**config.mk**
```make
export PLATFORM = sky130hd
export DESIGN_NAME = port_bus_arbiter
export DESIGN_NICKNAME = d
export VERILOG_FILES = /design/src/rtl/uart_pkg.sv /design/src/rtl/rr_select2.sv /design/src/rtl/port_bus_arbiter.sv
export SDC_FILE = /design/constraint.sdc
export NUM_CORES = 1
export LEC_CHECK = 0
export CORE_ASPECT_RATIO = 1.75
export CORE_MARGIN = 1.5
export CORE_UTILIZATION = 41
export CTS_BUF_LIST = sky130_fd_sc_hd__clkbuf_4
export CTS_CLUSTER_SIZE = 16
export DETAILED_ROUTE_END_ITERATION = 7
export PLACE_DENSITY = 0.83
export SYNTH_ARGS = -nofsm -noshare
export SYNTH_HDL_FRONTEND = slang
export SYNTH_SLANG_ARGS = --single-unit
```
**constraint.sdc**
```tcl
create_clock -name clk -period 1.8 [get_ports clk]
set_input_delay 0.18 -clock clk [delete_from_list [all_inputs] [get_ports clk]]
set_output_delay 0.18 -clock clk [all_outputs]
set_load 0.02 [all_outputs]
```
**src/rtl/uart_pkg.sv**
```systemverilog
// Shared types and constants for the processor-side I/O port bus.
package uart_pkg;

    localparam int unsigned PORT_ADDR_W  = 16;
    localparam int unsigned PORT_DATA_W  = 8;
    localparam int unsigned IO_SPACE_BIT = 15;

    typedef enum logic [1:0] {
        ST_IDLE   = 2'd0,
        ST_SETUP  = 2'd1,
        ST_STROBE = 2'd2,
        ST_DONE   = 2'd3
    } bus_state_t;

endpackage

```
**src/rtl/rr_select2.sv**
```systemverilog
// Two-requester round-robin winner select; the requester not granted last wins a tie.
module rr_select2 (
    input  logic [1:0] req,
    input  logic       last_gnt,
    output logic       win_c,
    output logic       any_c
);

    always_comb begin
        any_c = |req;
        if (req == 2'b11) begin
            win_c = ~last_gnt;
        end else begin
            win_c = req[1];
        end
    end

endmodule

```
**src/rtl/port_bus_arbiter.sv**
```systemverilog
// Round-robin sequencer sharing the 16-bit I/O port bus between two requesters;
// each grant runs SETUP -> STROBE -> DONE, out-of-space addresses skip the strobe.
module port_bus_arbiter
    import uart_pkg::*;
#(
    parameter int unsigned ADDR_W = PORT_ADDR_W,
    parameter int unsigned DATA_W = PORT_DATA_W
) (
    input  logic              clk,
    input  logic              reset_n,
    input  logic [1:0]        req,
    input  logic [1:0]        we,
    input  logic [ADDR_W-1:0] addr0,
    input  logic [ADDR_W-1:0] addr1,
    input  logic [DATA_W-1:0] wdata0,
    input  logic [DATA_W-1:0] wdata1,
    output logic [1:0]        gnt,
    output logic [1:0]        done,
    output logic              err,
    output logic [DATA_W-1:0] rdata,
    output logic [ADDR_W-1:0] port_ID,
    output logic [DATA_W-1:0] out_port,
    output logic              write_strobe,
    output logic              read_strobe,
    input  logic [DATA_W-1:0] in_port
);

    bus_state_t        state, state_d;
    logic [1:0]        gnt_d, done_d;
    logic              err_d, ws_d, rs_d;
    logic              we_l, we_l_d;
    logic              last_gnt, last_gnt_d;
    logic [ADDR_W-1:0] port_id_d;
    logic [DATA_W-1:0] out_port_d, rdata_d;
    logic              win_c, any_c;

    rr_select2 u_sel (
        .req      (req),
        .last_gnt (last_gnt),
        .win_c    (win_c),
        .any_c    (any_c)
    );

    // All outputs are the registered image of the next-state logic below.
    always_ff @(posedge clk or negedge reset_n) begin
        if (!reset_n) begin
            state        <= ST_IDLE;
            gnt          <= '0;
            done         <= '0;
            err          <= 1'b0;
            write_strobe <= 1'b0;
            read_strobe  <= 1'b0;
            we_l         <= 1'b0;
            last_gnt     <= 1'b1;
            port_ID      <= '0;
            out_port     <= '0;
            rdata        <= '0;
        end else begin
            state        <= state_d;
            gnt          <= gnt_d;
            done         <= done_d;
            err          <= err_d;
            write_strobe <= ws_d;
            read_strobe  <= rs_d;
            we_l         <= we_l_d;
            last_gnt     <= last_gnt_d;
            port_ID      <= port_id_d;
            out_port     <= out_port_d;
            rdata        <= rdata_d;
        end
    end

    always_comb begin
        state_d    = state;
        gnt_d      = gnt;
        done_d     = '0;
        err_d      = 1'b0;
        ws_d       = 1'b0;
        rs_d       = 1'b0;
        we_l_d     = we_l;
        last_gnt_d = last_gnt;
        port_id_d  = port_ID;
        out_port_d = out_port;
        rdata_d    = rdata;

        case (state)
            ST_IDLE: begin
                if (any_c) begin
                    gnt_d      = win_c ? 2'b10 : 2'b01;
                    we_l_d     = we[win_c];
                    port_id_d  = win_c ? addr1 : addr0;
                    out_port_d = win_c ? wdata1 : wdata0;
                    state_d    = ST_SETUP;
                end
            end
            ST_SETUP: begin
                // Top address bit marks space the decoder does not own.
                if (port_ID[ADDR_W-1]) begin
                    done_d  = gnt;
                    err_d   = 1'b1;
                    state_d = ST_DONE;
                end else begin
                    ws_d    = we_l;
                    rs_d    = ~we_l;
                    state_d = ST_STROBE;
                end
            end
            ST_STROBE: begin
                if (read_strobe) begin
                    rdata_d = in_port;
                end
                done_d  = gnt;
                state_d = ST_DONE;
            end
            ST_DONE: begin
                last_gnt_d = gnt[1];
                gnt_d      = '0;
                state_d    = ST_IDLE;
            end
            default: begin
                state_d = ST_IDLE;
            end
        endcase
    end

endmodule

```
==> results.md, run 1 <==
* Main synth FF type: dfrtp_1
* DP Area at 0.00297 mm²
* Setup-failing EPs final at 0
* Fmax at 616 MHz
* Worst Skew at 0.0115 ns
* I/O pins at 101
* Final min period at 1.62 ns
* Async SR Flop Fraction at 100%
* Critical path class: flip-flop to flip-flop
* Drt initial violations at 29
* Avg Inst Size Synth at 13.7 µm²
* Max-cap viol count at 0
* Critical path startpoint category: flip-flop
* Mapped Cells at 141
* Slew Viols, Final at 0
* Static Leak at 1.31 nW
* H-tree depth at 2
* Clk_lat worst skew at 0.36 ns
* # diodes at 0
* Fillers at 346
* Delay-heaviest family, CP: flip-flops
* Pin count of the biggest net entering global routing at 26
* Worst-path cell chain: inv_1, ha_4, o21ai_2, and2_0, a221o_1
* Period utilisation layout at 90.2%
* Design Area, Final at 0.00310 mm²
* CTS tree: yes
* Root Driver: clkbuf_4
* Final critical-path setup slack at 0.176 ns
* CTS Buf Count at 5
* Unrepaired setup endpoints after global routing: false
* DR vias at 1609
* Setup Buffers After CTS at 0
* Vias per std cell at 5.33
* Place WS at -0.0623 ns
* Antenna-violating nets left at 0
* Clock buffer depth at 2
* Worst-Margin Slew at 0.521 ns
* Slowest-stage cell, CP: dfrtp_1
* Yosys cell types at 25
* DR WL/cell at 18.0 µm
* Count of input and output buffers at 100
* Die H at 93.8 µm
* Clock transition at path regs at 0.13 ns
* Core Area at 0.00448 mm²
* Register area share after synthesis at 55.8%
* Worst Path Arrival at 1.87 ns
* FP Rows at 32
* Remaining DRCs at 0
* Critical Path Fanout Max at 12
* Peak supply drop at 0.00105 V
* GRT Total Usage at 21.1%
* Synth warn at 0
* Worst path max stage delay at 0.45 ns
* Final core occ at 69.1%
* Die area at 0.00515 mm²
* Routed WL at 5.44 mm
* Total design power at 5.09 mW
* Final net count at 318
* Number of synthesized flops with an enable pin at 0
* Worst path bufs/invs at 1
* Initial antenna violation count at 0
* DR pass1 iterations at 4
* P&R area growth vs syn at 60.4%
* Sinks on Clock Net at 43
* Setup crit end kind: flip-flop
* Final GP Congestion at 0.731
* Worst Path Required at 2.05 ns
* Synth Net Count at 209
* DPL Wire Length at 3.89 mm
* Setup tns final at 0 ns
* Hold violation total from the final report at 0
* DIE WIDTH at 54.9 µm
* Share of cells above drive strength 1 at 13.9%
* FF+latch count, synth at 43
* First-pass GRT wire length at 7.75 mm
* Initial core utilization at 43.1%
* Hold/Removal Path Class: input port to asynchronous set/reset pin
* Mapped Area at 0.00193 mm²
* PD cells at 1640 mW/mm²
* Vias in the first global route at 1616
* Max-slew headroom at 65.3%
* Remaining global-route overflow at 0
* Status: complete, no violations
-- logic make-up after synthesis --
| kind of cell | synth area share (%) |
|---|---|
| buf+inv | 4.28 |
| simple gates | 12.4 |
| compound gates | 17.8 |
| fa+ha+maj | 3.89 |
| mux | 5.83 |
| flops | 55.8 |
-- worst register-to-register path, cell delays in order (launching register included) --
cell,delay [ns]
dfrtp_1,0.45
inv_1,0.18
ha_4,0.22
o21ai_2,0.18
and2_0,0.22
a221o_1,0.26
-- timing repair --
item	CTS	global route
setup endpoints to repair	25	26
pin swaps	1	0
cloned	1	1
hold buffers	1	0
gates resized for setup	1	2
endpoints found under the hold margin	21	0
-- path summary, 6_finish.rpt --
path / startpoint / end / slack [ns] / cells after the start
min in group clk: wdata0[6] / out_port[6] / 0.42 / 2
worst min-delay path: reset_n / rdata[1] / 0.31 / 2
worst max register to register: state[1] / port_ID[12] / 0.18 / 5
max in group asynchronous: reset_n / last_gnt / 0.92 / 3
worst max-delay path: state[1] / port_ID[12] / 0.18 / 5
worst min register to register: we_l / read_strobe / 0.47 / 1
-- layout by cell type, fill, tap and decap left out, types with 2 or more instances in the layout --
master           instances
ha_1                     5
nand2_1                  2
and2_0                  14
dfrtp_1                 42
nor2_1                   2
a22o_1                   2
clkbuf_4                 5
and2_1                  12
o31ai_1                  2
a221o_1                 25
nor2_4                   2
mux2_2                  10
inv_1                    4
nand2_2                  2
buf_4                    4
clkdlybuf4s50_1         99
-- registers in the layout, summed over array words and instances (netlist names) --
signal	flops
err	1
done	2
write_strobe	1
rdata	8
we_l	1
out_port	8
last_gnt	1
port_ID	16
gnt	2
read_strobe	1
state	2
-- cell type report --
| class | count | area, µm² | share of cell area (%) |
|---|---|---|---|
| Tap cell | 51 | 63.8 | 2.06 |
| Clock buffer | 5 | 37.5 | 1.21 |
| Clock inverter | 3 | 43.8 | 1.41 |
| Timing Repair Buffer | 106 | 1060 | 34.1 |
| Inverter | 4 | 15.0 | 0.485 |
| Sequential cell | 43 | 1080 | 34.8 |
| Multi-Input combinational cell | 90 | 803 | 25.9 |
-- Yosys cell counts (2+ instances only) --
master	instances	area share, %
dfrtp_1	42	54
a221o_1	25	13
and2_0	14	4.5
and2_1	12	3.9
mux2_2	10	5.8
buf_6	6	3.5
ha_1	6	3.9
inv_1	4	0.78
a22o_1	2	0.91
nand2_1	2	0.39
nand2_2	2	0.65
nor2_1	2	0.39
o31ai_1	2	0.78
-- routing by layer --
layer	track usage [%]	wire (µm)	vias up
met5	0	0	-
met3	4.62	361	10
met4	6.88	93	0
met1	23.6	2150	782
li1	-	-	745
met2	37.5	2840	72
-- stage by stage --
stage	std cells	hold slack, ns
2_1_floorplan	141	-0.116
3_3_place_gp	291	0.173
3_5_place_dp	291	0.182
4_1_cts	301	0.317
5_1_grt	302	0.369
6_report	302	0.310
-- power breakdown --
group          internal, mW  switching [mW]
Sequential             1.42           0.264
Clock                 0.292           0.328
Combinational          1.47            1.32
Total                  3.18            1.91
No activity file was read; power rests on OpenSTA's default activity.
==> run 2, diff against run 1 <==
clock period = 1.7 ns   (was 1.8 ns; I/O delays follow)
==> results.md, run 2 (synthesis results as in run 1) <==
* Status: complete, no violations
* GR met3 Demand/Resource at 5.57%
* Slew Viols, Final at 0
* Hold violation total from the final report at 0
* Worst Skew at 0.0222 ns
* Pin count of the biggest net entering global routing at 27
* Final min period at 1.59 ns
* Static Leak at 1.32 nW
* Largest registers: port_ID: 16 flops, out_port: 8 flops, rdata: 8 flops
* Critical path startpoint category: flip-flop
* Hold/Removal Path Class: input port to asynchronous set/reset pin
* Root Driver: clkbuf_4
* Fmax at 629 MHz
* Worst Path Arrival at 1.84 ns
* DR pass1 iterations at 4
* DIE WIDTH at 54.9 µm
* Place WS at -0.101 ns
* # diodes at 0
* FF-to-FF End: out_port[6]
* Final GP Congestion at 0.800
* Max-cap viol count at 0
* Clock transition at path regs at 0.15 ns
* Setup Buffers After CTS at 0
* Core Area at 0.00448 mm²
* Remaining global-route overflow at 0
* Critical path class: flip-flop to flip-flop
* Critical Path End: out_port[6]
* Share of cells above drive strength 1 at 13.9%
* Most frequent cells in the layout: clkdlybuf4s50_1, dfrtp_1, a221o_1
* CTS Buf Count at 5
* Initial antenna violation count at 0
* Die H at 93.8 µm
* Met1 Use GR at 23.1%
* PD cells at 1740 mW/mm²
* DPL Wire Length at 3.91 mm
* Largest Register: port_ID
* Worst path depth at 5
* Remaining DRCs at 0
* Initial core utilization at 43.1%
* FF-to-FF Start: state[0]
* Routed WL at 5.31 mm
* DR WL/cell at 17.6 µm
* Peak supply drop at 0.00111 V
* FP Rows at 32
* Worst-path cell chain: inv_1, ha_2, o21ai_4, and2_0, a221o_1
* P&R area growth vs syn at 60.7%
* Delay-heaviest family, CP: compound AO/OA/AOI/OAI gates
* Final critical-path setup slack at 0.110 ns
* Worst Path Required at 1.95 ns
* CTS tree: yes
* Setup-failing EPs final at 0
* Final net count at 318
* Critical Path Fanout Max at 25
* Antenna-violating nets left at 0
* Worst path max stage delay at 0.40 ns
* Die area at 0.00515 mm²
* GR peak layer: met2
* Worst-Margin Slew at 0.549 ns
* Vias in the first global route at 1701
* Setup crit end kind: flip-flop
* Internal reg-to-reg setup slack at 0.11 ns
* First-pass GRT wire length at 8.05 mm
* Max reg flops at 16
* Max-slew headroom at 63.3%
* Leading cell type in the layout, fill and taps excluded: clkdlybuf4s50_1
* H-tree depth at 2
* Unrepaired setup endpoints after global routing: false
* DR vias at 1617
* Vias per std cell at 5.35
* I/O pins at 101
* Routing usage on met2 at 39.0%
* CP Launch Point: state[0]
* GRT Total Usage at 21.9%
* Reg2Reg Depth at 5
* Drt initial violations at 22
* Clk_lat worst skew at 0.37 ns
* Count of input and output buffers at 100
* Worst path bufs/invs at 1
* Clock buffer depth at 2
* Setup tns final at 0 ns
* Period utilisation layout at 93.5%
* Slowest-stage cell, CP: dfrtp_1
* Sinks on Clock Net at 43
==> run 2: changes by cell type in the layout (fill, tap and decap cells not counted), sizes merged <==
cell,delta
dlymetal6s2s,+1
clkdlybuf4s50,-1
clkinvlp,+1
inv,+1
clkinv,-2
buf,+1
o21ai,-1
==> run 2: worst min path at each step <==
stage,from,endpoint,cells after the start
global placement,reset_n,rdata[7],1
floorplan,reset_n,done[0],0
CTS,reset_n,rdata[2],2
detailed placement,reset_n,rdata[7],1
finish,reset_n,rdata[7],2
global route,reset_n,rdata[7],2
==> run 2: layer usage <==
layer  up-vias  wire, µm  share of wire [%]
met4         0       162                3.1
met5         -         0                  0
li1        745         -                  -
met2        74      2810                 53
met3        15       397                7.5
met1       783      1940                 37
==> run 2: what timing repair did <==
action,in CTS,in global routing
hold endpoints to repair,20,0
hold buffers,1,0
gates cloned,1,0
endpoints found under the setup margin,25,27
resized for setup,1,2
pin swaps,1,0
==> run 2: power by group <==
part / switching, mW / internal [mW]
Combinational: 1.39 / 1.57
Sequential: 0.265 / 1.50
Clock: 0.375 / 0.314
Total: 2.03 / 3.38
==> run 2: final cells by class <==
| cell class | count | area [µm²] |
|---|---|---|
| flip-flops and latches | 43 | 1080 |
| multi-input cells | 89 | 785 |
| well taps | 51 | 63.8 |
| clock inverters | 3 | 46.3 |
| inverters | 4 | 15.0 |
| clock buffers | 5 | 37.5 |
| fillers | 333 | 1380 |
| repair buffers | 107 | 1080 |
==> run 2: metrics by stage <==
step                hold slack [ns]  cells  util [%]  power (mW)  instance area (µm²)
finish                        0.261    302      69.2        5.41                 3100
global route                  0.298    302      69.2        5.74                 3100
CTS                           0.273    302      69.1        5.45                 3100
detailed placement            0.157    292      66.7        4.72                 2990
global placement              0.154    292      66.7        4.65                 2990
floorplan                    -0.126    141         -        3.42                 1930
==> run 3, diff against run 2 <==
CAP_MARGIN = 20   (was default)
CORE_UTILIZATION = 44   (was 41)
PLACE_DENSITY = 0.88   (was 0.83)
clock period = 1.95 ns   (was 1.7 ns; I/O delays follow)
==> results.md, run 3 (synthesis results as in run 1) <==
* FF-to-FF End: port_ID[5]
* Worst-Margin Slew at 0.573 ns
* Max reg flops at 16
* Drt initial violations at 42
* Die H at 90.6 µm
* Design Area, Final at 0.00303 mm²
* H-tree depth at 2
* Vias in the first global route at 1693
* Status: complete, no violations
* Largest registers: port_ID: 16 flops, out_port: 8 flops, rdata: 8 flops
* Final min period at 1.81 ns
* Setup-failing EPs final at 0
* Leading cell type in the layout, fill and taps excluded: clkdlybuf4s50_1
* Place WS at 0.0811 ns
* Worst Path Required at 2.18 ns
* Core Area at 0.00419 mm²
* CTS tree: yes
* DR vias at 1631
* Final GP Congestion at 0.823
* PD cells at 1490 mW/mm²
* DR WL/cell at 18.9 µm
* Final net count at 315
* Hold violation total from the final report at 0
* First-pass GRT wire length at 8.36 mm
* Die area at 0.00481 mm²
* # diodes at 0
* Reg2Reg Depth at 5
* Final critical-path setup slack at 0.142 ns
* Most frequent cells in the layout: clkdlybuf4s50_1, dfrtp_1, a221o_1
* FF-to-FF Start: state[0]
* Internal reg-to-reg setup slack at 0.14 ns
* Sinks on Clock Net at 43
* Worst Path Arrival at 2.03 ns
* Unrepaired setup endpoints after global routing: false
* DR pass1 iterations at 4
* CTS Buf Count at 5
* Slew Viols, Final at 0
* Fmax at 553 MHz
* Clock transition at path regs at 0.12 ns
* Max-slew headroom at 61.6%
* Worst Skew at 0.00586 ns
* FP Rows at 31
* Share of cells above drive strength 1 at 12.5%
* Initial antenna violation count at 0
* DPL Wire Length at 3.93 mm
* Vias per std cell at 5.49
* Root Driver: clkbuf_4
* Peak supply drop at 0.00112 V
* GRT Total Usage at 23.7%
* Fillers at 296
* Pin count of the biggest net entering global routing at 44
* Critical path class: flip-flop to flip-flop
* Setup crit end kind: flip-flop
* Max-cap viol count at 0
* Hold slack at 0.429 ns
* Count of input and output buffers at 100
* Antenna-violating nets left at 0
* DIE WIDTH at 53.1 µm
* Setup tns final at 0 ns
* Initial core utilization at 46.1%
* Largest Register: port_ID
* DP Area at 0.00296 mm²
* Clk_lat worst skew at 0.34 ns
* Period utilisation layout at 92.7%
* Static Leak at 1.29 nW
* Critical Path Fanout Max at 25
* Clock buffer depth at 2
* Critical path startpoint category: flip-flop
* Routed WL at 5.62 mm
* Remaining global-route overflow at 0
* Remaining DRCs at 0
* P&R area growth vs syn at 57.2%
* I/O pins at 101
* Hold/Removal Path Class: input port to asynchronous set/reset pin
==> run 3: where the power goes <==
group	internal [mW]	switching, mW
Sequential	1.31	0.253
Combinational	1.32	1.21
Clock	0.169	0.276
==> run 3: critical path, cell delays in order (launching register included) <==
cell and delay [ns]:
dfrtp_1 0.47, inv_1 0.14, ha_1 0.32, o21ai_4 0.23
and2_1 0.23, a221o_1 0.29
==> run 3: cell type report <==
class | count | area [µm²] | area share (%)
tap | 49 | 61.3 | 2.02
multi-input combinational | 89 | 782 | 25.8
clock buffer | 7 | 52.6 | 1.73
sequential | 43 | 1080 | 35.5
clock inverter | 1 | 5.00 | 0.165
inverter | 4 | 15.0 | 0.495
timing repair buffer | 104 | 1040 | 34.3
==> run 3: worst max path at each step <==
stage | from | endpoint | slack, ns
global placement | state[0] | port_ID[2] | 0.13
floorplan | state[0] | state[1] | 0.35
global route | state[1] | out_port[1] | 0.03
detailed placement | state[1] | out_port[1] | 0.08
CTS | state[0] | out_port[1] | 0.04
finish | state[0] | port_ID[5] | 0.14
==> run 3: layer usage <==
metal  global-route usage (%)  vias up  routed length, µm
met2                     42.4       74               3060
met5                        0        -                  0
met4                     9.83        0                148
li1                         -      737                  -
met3                     4.64       10                388
met1                     25.6      810               2030
==> run 3: timing repair <==
| action | in CTS | in global routing |
|---|---|---|
| hold buffers | 1 | 0 |
| setup endpoints to repair | 0 | 25 |
| setup buffers | 0 | 0 |
| resized for setup | 0 | 1 |
| endpoints found under the hold margin | 42 | 0 |
==> run 3: through the flow <==
step                      total power, mW  cells  util, %
after floorplan                      2.98    141        -
after global placement               4.00    287     70.5
after detailed placement             4.07    287     70.5
after CTS                            4.53    296     72.2
after global routing                 4.80    297     72.4
final                                4.53    297     72.4
